--- src/rtl/fetch_ctrl.sv ---
`timescale 1ns/1ps
`default_nettype none
// ============================================================================
//  Module   : fetch_ctrl
//  Purpose  : Instruction-fetch sequencer. Owns the program counter, runs a
//             req/ack handshake with instruction memory, registers each
//             returned word and hands it (with its PC) to the decoder over a
//             valid/ready handshake. Handles redirects, halting and a count
//             of accepted instructions.
//  Ports    : clk, rst_n              - clock, async active-low reset
//             imem_req/addr/ack/rdata - instruction memory handshake
//             inst_o, pc_o            - registered instruction and its PC
//             inst_valid, inst_ready  - decoder handshake
//             redirect, redirect_pc   - one-cycle PC replacement
//             halt, halted            - halt request / halted status
//             fetch_cnt               - accepted-instruction count (wraps)
//  Revision : 1.0 - initial release
// ============================================================================
module fetch_ctrl #(
    parameter logic [31:0] RESET_PC = 32'h0000_0000
) (
    input  logic        clk,
    input  logic        rst_n,
    output logic        imem_req,
    output logic [31:0] imem_addr,
    input  logic        imem_ack,
    input  logic [31:0] imem_rdata,
    output logic [31:0] inst_o,
    output logic [31:0] pc_o,
    output logic        inst_valid,
    input  logic        inst_ready,
    input  logic        redirect,
    input  logic [31:0] redirect_pc,
    input  logic        halt,
    output logic        halted,
    output logic [31:0] fetch_cnt
);

    localparam logic [1:0]  c_ST_BOOT   = 2'd0;
    localparam logic [1:0]  c_ST_FETCH  = 2'd1;
    localparam logic [1:0]  c_ST_HOLD   = 2'd2;
    localparam logic [1:0]  c_ST_HALTED = 2'd3;
    localparam logic [31:0] c_NOP       = 32'h0000_0013;

    logic [1:0]  r_state;
    logic [31:0] r_pc;
    logic [31:0] r_addr;     // address of the request currently on the bus
    logic        r_discard;  // outstanding request was superseded by a redirect
    logic [31:0] r_inst;
    logic [31:0] r_pc_o;
    logic [31:0] r_cnt;

    logic [1:0]  w_state_nxt;
    logic [31:0] w_pc_nxt;
    logic [31:0] w_addr_nxt;
    logic        w_discard_nxt;
    logic        w_capture;
    logic        w_accept;
    logic [31:0] w_redir_pc;
    logic        w_unused;

    assign w_redir_pc = {redirect_pc[31:2], 2'b00};
    assign w_unused   = ^redirect_pc[1:0];

    always_comb begin
        w_state_nxt   = r_state;
        w_pc_nxt      = r_pc;
        w_discard_nxt = r_discard;
        w_capture     = 1'b0;
        w_accept      = 1'b0;
        case (r_state)
            c_ST_BOOT: begin
                if (redirect) w_pc_nxt = w_redir_pc;
                w_state_nxt = halt ? c_ST_HALTED : c_ST_FETCH;
            end
            c_ST_FETCH: begin
                if (redirect) w_pc_nxt = w_redir_pc;
                if (imem_ack) begin
                    // The single outstanding request completes here, so the
                    // discard flag is always consumed. Data is kept only if
                    // neither an earlier nor a same-cycle redirect killed it.
                    w_discard_nxt = 1'b0;
                    if (!r_discard && !redirect) begin
                        w_capture   = 1'b1;
                        w_state_nxt = c_ST_HOLD;
                    end
                end else if (redirect) begin
                    w_discard_nxt = 1'b1;
                end
            end
            c_ST_HOLD: begin
                if (redirect) begin
                    // Redirect cancels the held instruction even if accepted.
                    w_pc_nxt    = w_redir_pc;
                    w_state_nxt = halt ? c_ST_HALTED : c_ST_FETCH;
                end else if (inst_ready) begin
                    w_accept    = 1'b1;
                    w_pc_nxt    = r_pc + 32'd4;
                    w_state_nxt = halt ? c_ST_HALTED : c_ST_FETCH;
                end
            end
            c_ST_HALTED: begin
                if (redirect) w_pc_nxt = w_redir_pc;
                if (!halt) w_state_nxt = c_ST_FETCH;
            end
            default: begin
                w_state_nxt = c_ST_BOOT;
            end
        endcase
        // Bus address is frozen while a request waits for its ack; otherwise
        // it tracks the next PC so a new request starts at the right place.
        w_addr_nxt = ((r_state == c_ST_FETCH) && !imem_ack) ? r_addr : w_pc_nxt;
    end

    always_ff @(posedge clk or negedge rst_n) begin
        if (!rst_n) begin
            r_state   <= c_ST_BOOT;
            r_pc      <= RESET_PC;
            r_addr    <= RESET_PC;
            r_discard <= 1'b0;
            r_inst    <= c_NOP;
            r_pc_o    <= RESET_PC;
            r_cnt     <= 32'd0;
        end else begin
            r_state   <= w_state_nxt;
            r_pc      <= w_pc_nxt;
            r_addr    <= w_addr_nxt;
            r_discard <= w_discard_nxt;
            if (w_capture) begin
                r_inst <= imem_rdata;
                r_pc_o <= r_pc;
            end
            if (w_accept) r_cnt <= r_cnt + 32'd1;
        end
    end

    assign imem_req   = (r_state == c_ST_FETCH);
    assign imem_addr  = r_addr;
    assign inst_valid = (r_state == c_ST_HOLD);
    assign halted     = (r_state == c_ST_HALTED);
    assign inst_o     = r_inst;
    assign pc_o       = r_pc_o;
    assign fetch_cnt  = r_cnt;

endmodule
`default_nettype wire
--- config.mk ---
export PLATFORM = sky130hd
export DESIGN_NAME = fetch_ctrl
export DESIGN_NICKNAME = d
export VERILOG_FILES = /design/src/rtl/fetch_ctrl.sv
export SDC_FILE = /design/constraint.sdc
export NUM_CORES = 1
export LEC_CHECK = 0
export ABC_AREA = 1
export CORE_MARGIN = 1
export CORE_UTILIZATION = 44
export CTS_CLUSTER_DIAMETER = 40
export DETAILED_ROUTE_END_ITERATION = 10
export PLACE_DENSITY = 0.75
export SYNTH_ARGS = -nofsm -noshare
export SYNTH_HDL_FRONTEND = slang
export SYNTH_SLANG_ARGS = --single-unit
--- constraint.sdc ---
create_clock -name clk -period 1.4 [get_ports clk]
set_input_delay 0.28 -clock clk [delete_from_list [all_inputs] [get_ports clk]]
set_output_delay 0.28 -clock clk [all_outputs]
set_load 0.005 [all_outputs]
==> results of run 1 <==
layer usage:
layer / vias to the layer above / GRT usage (%)
met3: 178 / 6.044
met1: 4336 / 35.87
met4: 0 / 15.67
met2: 603 / 53.06
li1: 3857 / -
met5: - / 0
state kept, by name, summed over array words and instances (netlist names):
signal and flops:
fetch_cnt 32, imem_addr 32, inst_o 32, pc_o 32
r_discard 1, r_pc 32, r_state 2
synthesized netlist by cell type, types with 3 or more instances:
cell,number
xnor2_1,5
nand3b_1,6
dfstp_2,3
nor3_1,17
nand3_1,61
a21oi_1,4
nand4_1,11
inv_1,89
nand2_1,305
clkbuf_1,13
o21ai_0,50
xor2_1,21
dfrtp_1,160
or2_2,5
a31oi_1,3
mux2_2,37
buf_2,10
and2_1,3
a22oi_1,10
nor2_1,78
nor2_4,5
cell usage in the layout (no fill, tap or decap), types with 7 or more instances in the layout:
cell type | synthesis | final
buf_2 | 10 | 11
nor2_4 | 5 | 34
clkdlybuf4s15_1 | 0 | 37
nand2_4 | 2 | 20
nand3_4 | 0 | 8
buf_4 | 0 | 175
nor3_2 | 1 | 10
nand3_2 | 1 | 24
nand2_2 | 2 | 59
o21ai_1 | 2 | 20
nor2_1 | 78 | 34
xor2_1 | 21 | 15
buf_6 | 1 | 91
dlygate4sd2_1 | 0 | 66
inv_1 | 89 | 71
mux2_2 | 37 | 37
dfrtp_2 | 0 | 8
a22oi_1 | 10 | 9
nand2_1 | 305 | 228
buf_12 | 0 | 12
nand4_1 | 11 | 11
nor2_2 | 2 | 17
inv_2 | 1 | 14
nand3_1 | 61 | 30
clkdlybuf4s50_1 | 0 | 65
nor3_4 | 1 | 7
o21ai_2 | 0 | 25
dfrtp_1 | 160 | 152
clkbuf_16 | 0 | 22
through the flow:
| stage | setup slack, ns | TNS (ns) | hold WS, ns | std cells | power [mW] |
|---|---|---|---|---|---|
| 2_1_floorplan | -0.07017 | -0.8252 | -0.01559 | 917 | 9.302 |
| 3_3_place_gp | -0.6028 | -62.85 | 0.1313 | 1454 | 13.31 |
| 3_5_place_dp | -0.6589 | -65.89 | 0.1334 | 1454 | 13.46 |
| 4_1_cts | -0.2528 | -23.75 | 0.2494 | 1569 | 18.33 |
| 5_1_grt | -0.4430 | -50.99 | 0.2667 | 1621 | 21.03 |
| 6_report | -0.4222 | -45.13 | 0.2580 | 1621 | 20.21 |
where the power goes:
part	total (mW)	switching, mW	leakage, nW	internal (mW)
Clock	4.66	2.05	0.281	2.60
Combinational	8.41	3.89	4.72	4.52
Sequential	7.15	0.995	2.01	6.15
Total	20.2	6.93	7.01	13.3
timing repair:
item                                   in CTS  in global routing
endpoints found under the hold margin     160                  0
resized for setup                         414                292
cloned                                      3                  6
buffers inserted                           82                 58
hold buffers                                1                  0
setup endpoints to repair                 268                207
pin swaps                                  52                100
kinds of logic after synthesis:
logic type,count (synthesis)
and+or+nand+nor,502
DFF,163
buffers and inverters,116
AOI/OAI and AO/OA,71
muxes,37
xor gates and xnor gates,26
adders and majority gates,2
final timing paths:
kind,to
max,imem_addr[6]$_DFFE_PN0N_
min,fetch_cnt[18]$_DFFE_PN0P_
max reg2reg,imem_addr[6]$_DFFE_PN0N_
min reg2reg,imem_addr[4]$_DFFE_PN0N_
max in group asynchronous,inst_o[0]$_DFFE_PN1P_
min in group clk,r_pc[14]$_DFF_PN0_
area by class of cell:
class | count | area, um2
Clock inverter | 10 | 100.1
Multi-Input combinational cell | 638 | 4324
Tap cell | 225 | 281.5
Clock buffer | 22 | 474.2
Fill cell | 927 | 3107
Inverter | 91 | 369.1
Sequential cell | 163 | 4093
Timing Repair Buffer | 472 | 4488
==> flow_summary.ini, run 1 <==
[critical_path]
max_stage_delay_ns = 0.41
reg2reg_depth = 10
worstPathMaxFanout = 5
r2r_start = r_state[1]$_DFFE_PN0P_
crit_cells = 10
path_cells = inv_2 -> nor2_4 -> buf_6 -> nand2_8 -> buf_12 -> nor2_4 -> buf_6 -> xor2_2 -> nand2_2 -> a31oi_2
end_kind = flop
reg2reg_slack_ns = -0.42
crit_start = r_state[1]$_DFFE_PN0P_
crit_buf_inv = 4
cpLargestDelayFamily = buffers and inverters
crit_arrival_ns = 2.17
crit_type = reg2reg
worstPathRequired_ns = 1.75
cpMaxStageDelayCell = dfrtp_1
critPathLaunchType = flop

[route]
via_per_inst = 5.536
first_pass_iters = 5
final_antenna_net_count = 0
drt-initial-drc-count = 849
post_drt_wl_per_cell_um = 20.22
met3_length_um = 2844
route.met2.wl_um = 16400
drcViolationCount = 0
wl_met1_um = 11850
wl_um = 32780
top_layer = met4
num_vias = 8974

[synth]
synthXorXnorAreaFrac_pct = 2.939
synth_flop_cell = dfrtp_1
synth_cell_types = 37
netlist_area_mm2 = 0.007747
yosys.area_share.simple_pct = 27.68
synthAdderAreaFrac_pct = 0.3230
synth.top_cell.area_share_pct = 51.68
synth_fp_nets = 989
syn_inst = 917
synth-compound-area-share_pct = 5.039
yosysWarnings = 0
ys_seq_area_share_pct = 52.70
synth_top_family_by_area = simple AND/OR/NAND/NOR gates
synth_edf_count = 0
async_flop_share_pct = 100.0
ys_seq_elements = 163
yosys-top-cells-area = dfrtp_1, nand2_1, mux2_2
synth.mux.area_fraction_pct = 5.378
syn_avg_cell_area_um2 = 8.449
yosys.area.top_type = dfrtp_1

[floorplanning]
die_area_mm2 = 0.01814
die_w_um = 134.7
die_y_um = 134.7
ios = 201
initial_core_util_pct = 44.95
fp-row-count = 48
core_mm2 = 0.01724

[pwr]
ir_worst_vdd_mv = 1.129
power_leakage_nw = 7.006
power.density_mw_per_mm2 = 1431

[cells_and_area]
final_cell_area_mm2 = 0.01413
n_antenna_cell = 0
fin_util_pct = 81.98
area_growth_pct = 82.38
drive_gt1_share_pct = 45.13
fin_nets = 1455

[job]
cap_violations = 0

[cts]
cts_buffers = 17
clock_latency_ns = 0.45
clockBufferDepth = 2
cts.sinks = 163
htreeDepth = 4
cts_tree = built
clk_pin_slew_ns = 0.08
clockRootBuffer = clkbuf_16

[placed_design]
io_buffers = 198
placed_area_mm2 = 0.01108
gp_congestion = 0.9493
dp_hpwl_um = 16900

[status]
violations = negative setup slack
status = finished, violations left

[global_routing]
grt_pass1_vias = 8482
overflow = 0
grt_max_degree = 44
grt_use_total_pct = 30.56
antenna_found_initial = 0
grt_pass1_wl_um = 42210

[sta]
hold_viol_final = 0
setup_viol_count_final = 174
fin_ws_ns = -0.4222
max_freq_ghz = 0.5488
rsz0062_at_grt = true
report.final.slew_viol_count = 0
slew_headroom_pct = 74.43
tightestPinTransition_ns = 0.3796
finalCritPeriodShare_pct = 130.2
fin_crit_ns = 1.822
skew_ns = 0.01971

[worst_hold_path]
hold_path.class = in2async
Note: power is estimated with default switching activity, not from simulation.
==> run 2: changes to the inputs <==
--- a/config.mk
+++ b/config.mk
@@ -7,10 +7,11 @@
 export LEC_CHECK = 0
 export ABC_AREA = 1
 export CORE_MARGIN = 1
-export CORE_UTILIZATION = 44
+export CORE_UTILIZATION = 53
 export CTS_CLUSTER_DIAMETER = 40
 export DETAILED_ROUTE_END_ITERATION = 10
-export PLACE_DENSITY = 0.75
+export HOLD_SLACK_MARGIN = 0.08
+export PLACE_DENSITY = 0.85
 export SYNTH_ARGS = -nofsm -noshare
 export SYNTH_HDL_FRONTEND = slang
 export SYNTH_SLANG_ARGS = --single-unit
==> constraint.sdc (replaced) <==
create_clock -name clk -period 2.27 [get_ports clk]
set_input_delay 0.454 -clock clk [delete_from_list [all_inputs] [get_ports clk]]
set_output_delay 0.454 -clock clk [all_outputs]
set_load 0.005 [all_outputs]
==> flow_summary.ini, run 2 (synthesized netlist as in run 1, its figures left out) <==
[route]
final_antenna_net_count = 0
drcViolationCount = 0
top_layer = met4
num_vias = 6963
wl_met1_um = 8934
route.met2.wl_um = 9976
wl_um = 20670
first_pass_iters = 5
met3_length_um = 1210
via_per_inst = 5.251
drt-initial-drc-count = 523
post_drt_wl_per_cell_um = 15.59

[sta]
fin_crit_ns = 2.131
hold_viol_final = 0
slew_headroom_pct = 45.02
report.final.slew_viol_count = 0
max_freq_ghz = 0.4693
rsz0062_at_grt = false
fin_ws_ns = 0.1394
finalCritPeriodShare_pct = 93.86
setup_viol_count_final = 0
fin_hold_ws_ns = 0.4832
tightestPinTransition_ns = 0.8216
setup_tns_ns = 0
skew_ns = 0.008498

[critical_path]
crit_type = reg2out
critPathLaunchType = flop
r2r_start = r_state[1]$_DFFE_PN0P_
reg2reg_to = fetch_cnt[30]$_DFFE_PN0P_
crit_arrival_ns = 1.68
end_kind = primary output
crit_start = r_state[0]$_DFFE_PN0P_
reg2reg_depth = 10
reg2reg_slack_ns = 0.25
cpMaxStageDelayCell = clkdlybuf4s50_1
max_stage_delay_ns = 0.56
path_cells = inv_1 -> nor2_4 -> clkdlybuf4s50_1
worstPathRequired_ns = 1.82
worstPathMaxFanout = 6

[worst_hold_path]
hold_start = pc_o[11]$_DFFE_PN0P_
min_delay_path_depth = 2
hold_path.class = reg2reg
hold_path_end = pc_o[11]$_DFFE_PN0P_

[pwr]
power.density_mw_per_mm2 = 1021
power_leakage_nw = 5.022
ir_worst_vdd_mv = 0.5827

[cts]
htreeDepth = 4
clock_latency_ns = 0.43
cts.sinks = 163
clk_pin_slew_ns = 0.06
cts_tree = built
clockRootBuffer = clkbuf_16
cts_buffers = 17
clockBufferDepth = 2

[cells_and_area]
fin_nets = 1206
instances_no_fill = 1326
fillers = 998
drive_gt1_share_pct = 9.948
final_common_cell = nand2_1
area_growth_pct = 37.76
fin_util_pct = 75.71
n_antenna_cell = 0
final_cell_mix = nand2_1, clkdlybuf4s50_1, dfrtp_1

[global_routing]
grt_max_degree = 55
antenna_found_initial = 0
grt_use_total_pct = 28.85
grt_pass1_wl_um = 32740
overflow = 0
grt_pass1_vias = 6638

[floorplanning]
fp-row-count = 43
die_area_mm2 = 0.01511
die_y_um = 122.9
die_w_um = 122.9
ios = 201
initial_core_util_pct = 54.96
core_mm2 = 0.01410

[job]
cap_violations = 0

[placed_design]
place_inst = 1293
io_buffers = 198
gp_congestion = 0.9026
dp_hpwl_um = 15290
place_ws_ns = 0.06194

[status]
status = finished clean
-- run 2: cell types whose count changed in the layout (fill, tap and decap cells not counted), moves of 29 or more --
| cell | change |
|---|---|
| buf_4 | -154 |
| clkdlybuf4s50_1 | +132 |
| buf_6 | -90 |
| nand2_1 | +77 |
| dlygate4sd2_1 | -66 |
| nand2_2 | -57 |
| o21ai_0 | +45 |
| nor2_1 | +44 |
| clkdlybuf4s15_1 | -37 |
| nand3_1 | +31 |
| nor2_4 | -29 |
-- run 2: worst max path at each step --
stage                           endpoint  slack (ns)  depth (start not counted)
6_report                        imem_req        0.14                          3
5_1_grt                         imem_req        0.05                          3
3_3_place_gp   fetch_cnt[18]$_DFFE_PN0P_         0.1                          8
3_5_place_dp   fetch_cnt[18]$_DFFE_PN0P_        0.06                          8
2_1_floorplan  imem_addr[28]$_DFFE_PN0N_        0.72                         10
4_1_cts                       inst_valid       0.005                          3
-- run 2: power by group --
group	total, mW	internal, mW	switching, mW
Sequential	4.39	3.79	0.594
Clock	2.94	1.78	1.15
Combinational	3.57	2.09	1.48
Total	10.9	7.67	3.23
-- run 2: final cells by class --
class	instances	area, um2	area share, %
clock buffers	23	467.9	4.385
clock inverters	8	126.4	1.184
inverters	91	346.6	3.247
multi-input cells	638	3212	30.09
flip-flops and latches	163	4084	38.27
well taps	180	225.2	2.110
repair buffers	223	2211	20.72
-- run 2: routing by layer --
layer  global-route usage, %  vias up
met5                       0        -
met4                   12.73        0
li1                        -     3353
met1                   38.00     3298
met2                   46.56      268
met3                   5.443       44
-- run 2: worst max-delay path: cells and delay by family (launching register included) --
family	cells	cell delay, ns
buf+inv	2	0.66
flops	1	0.41
simple gates	1	0.18
-- run 2: per-stage QoR --
stage	total power [mW]	instance area, um2
4_1_cts	10.94	10660
2_1_floorplan	5.695	7747
3_5_place_dp	7.971	10060
6_report	10.90	10670
5_1_grt	11.49	10670
3_3_place_gp	7.880	10060
-- run 2: repair_timing --
item	4_1_cts	5_1_grt
gates resized for setup	0	1
endpoints found under the setup margin	0	2
buffers inserted	0	1
hold buffers	1	0
hold endpoints to repair	47	0
==> run 3: changes to the inputs <==
--- a/config.mk
+++ b/config.mk
@@ -6,6 +6,7 @@
 export NUM_CORES = 1
 export LEC_CHECK = 0
 export ABC_AREA = 1
+export CAP_MARGIN = 25
 export CORE_MARGIN = 1
 export CORE_UTILIZATION = 53
 export CTS_CLUSTER_DIAMETER = 40
==> results of run 3 <==
The final DEF is identical to that of run 2; final timing and power are the same.
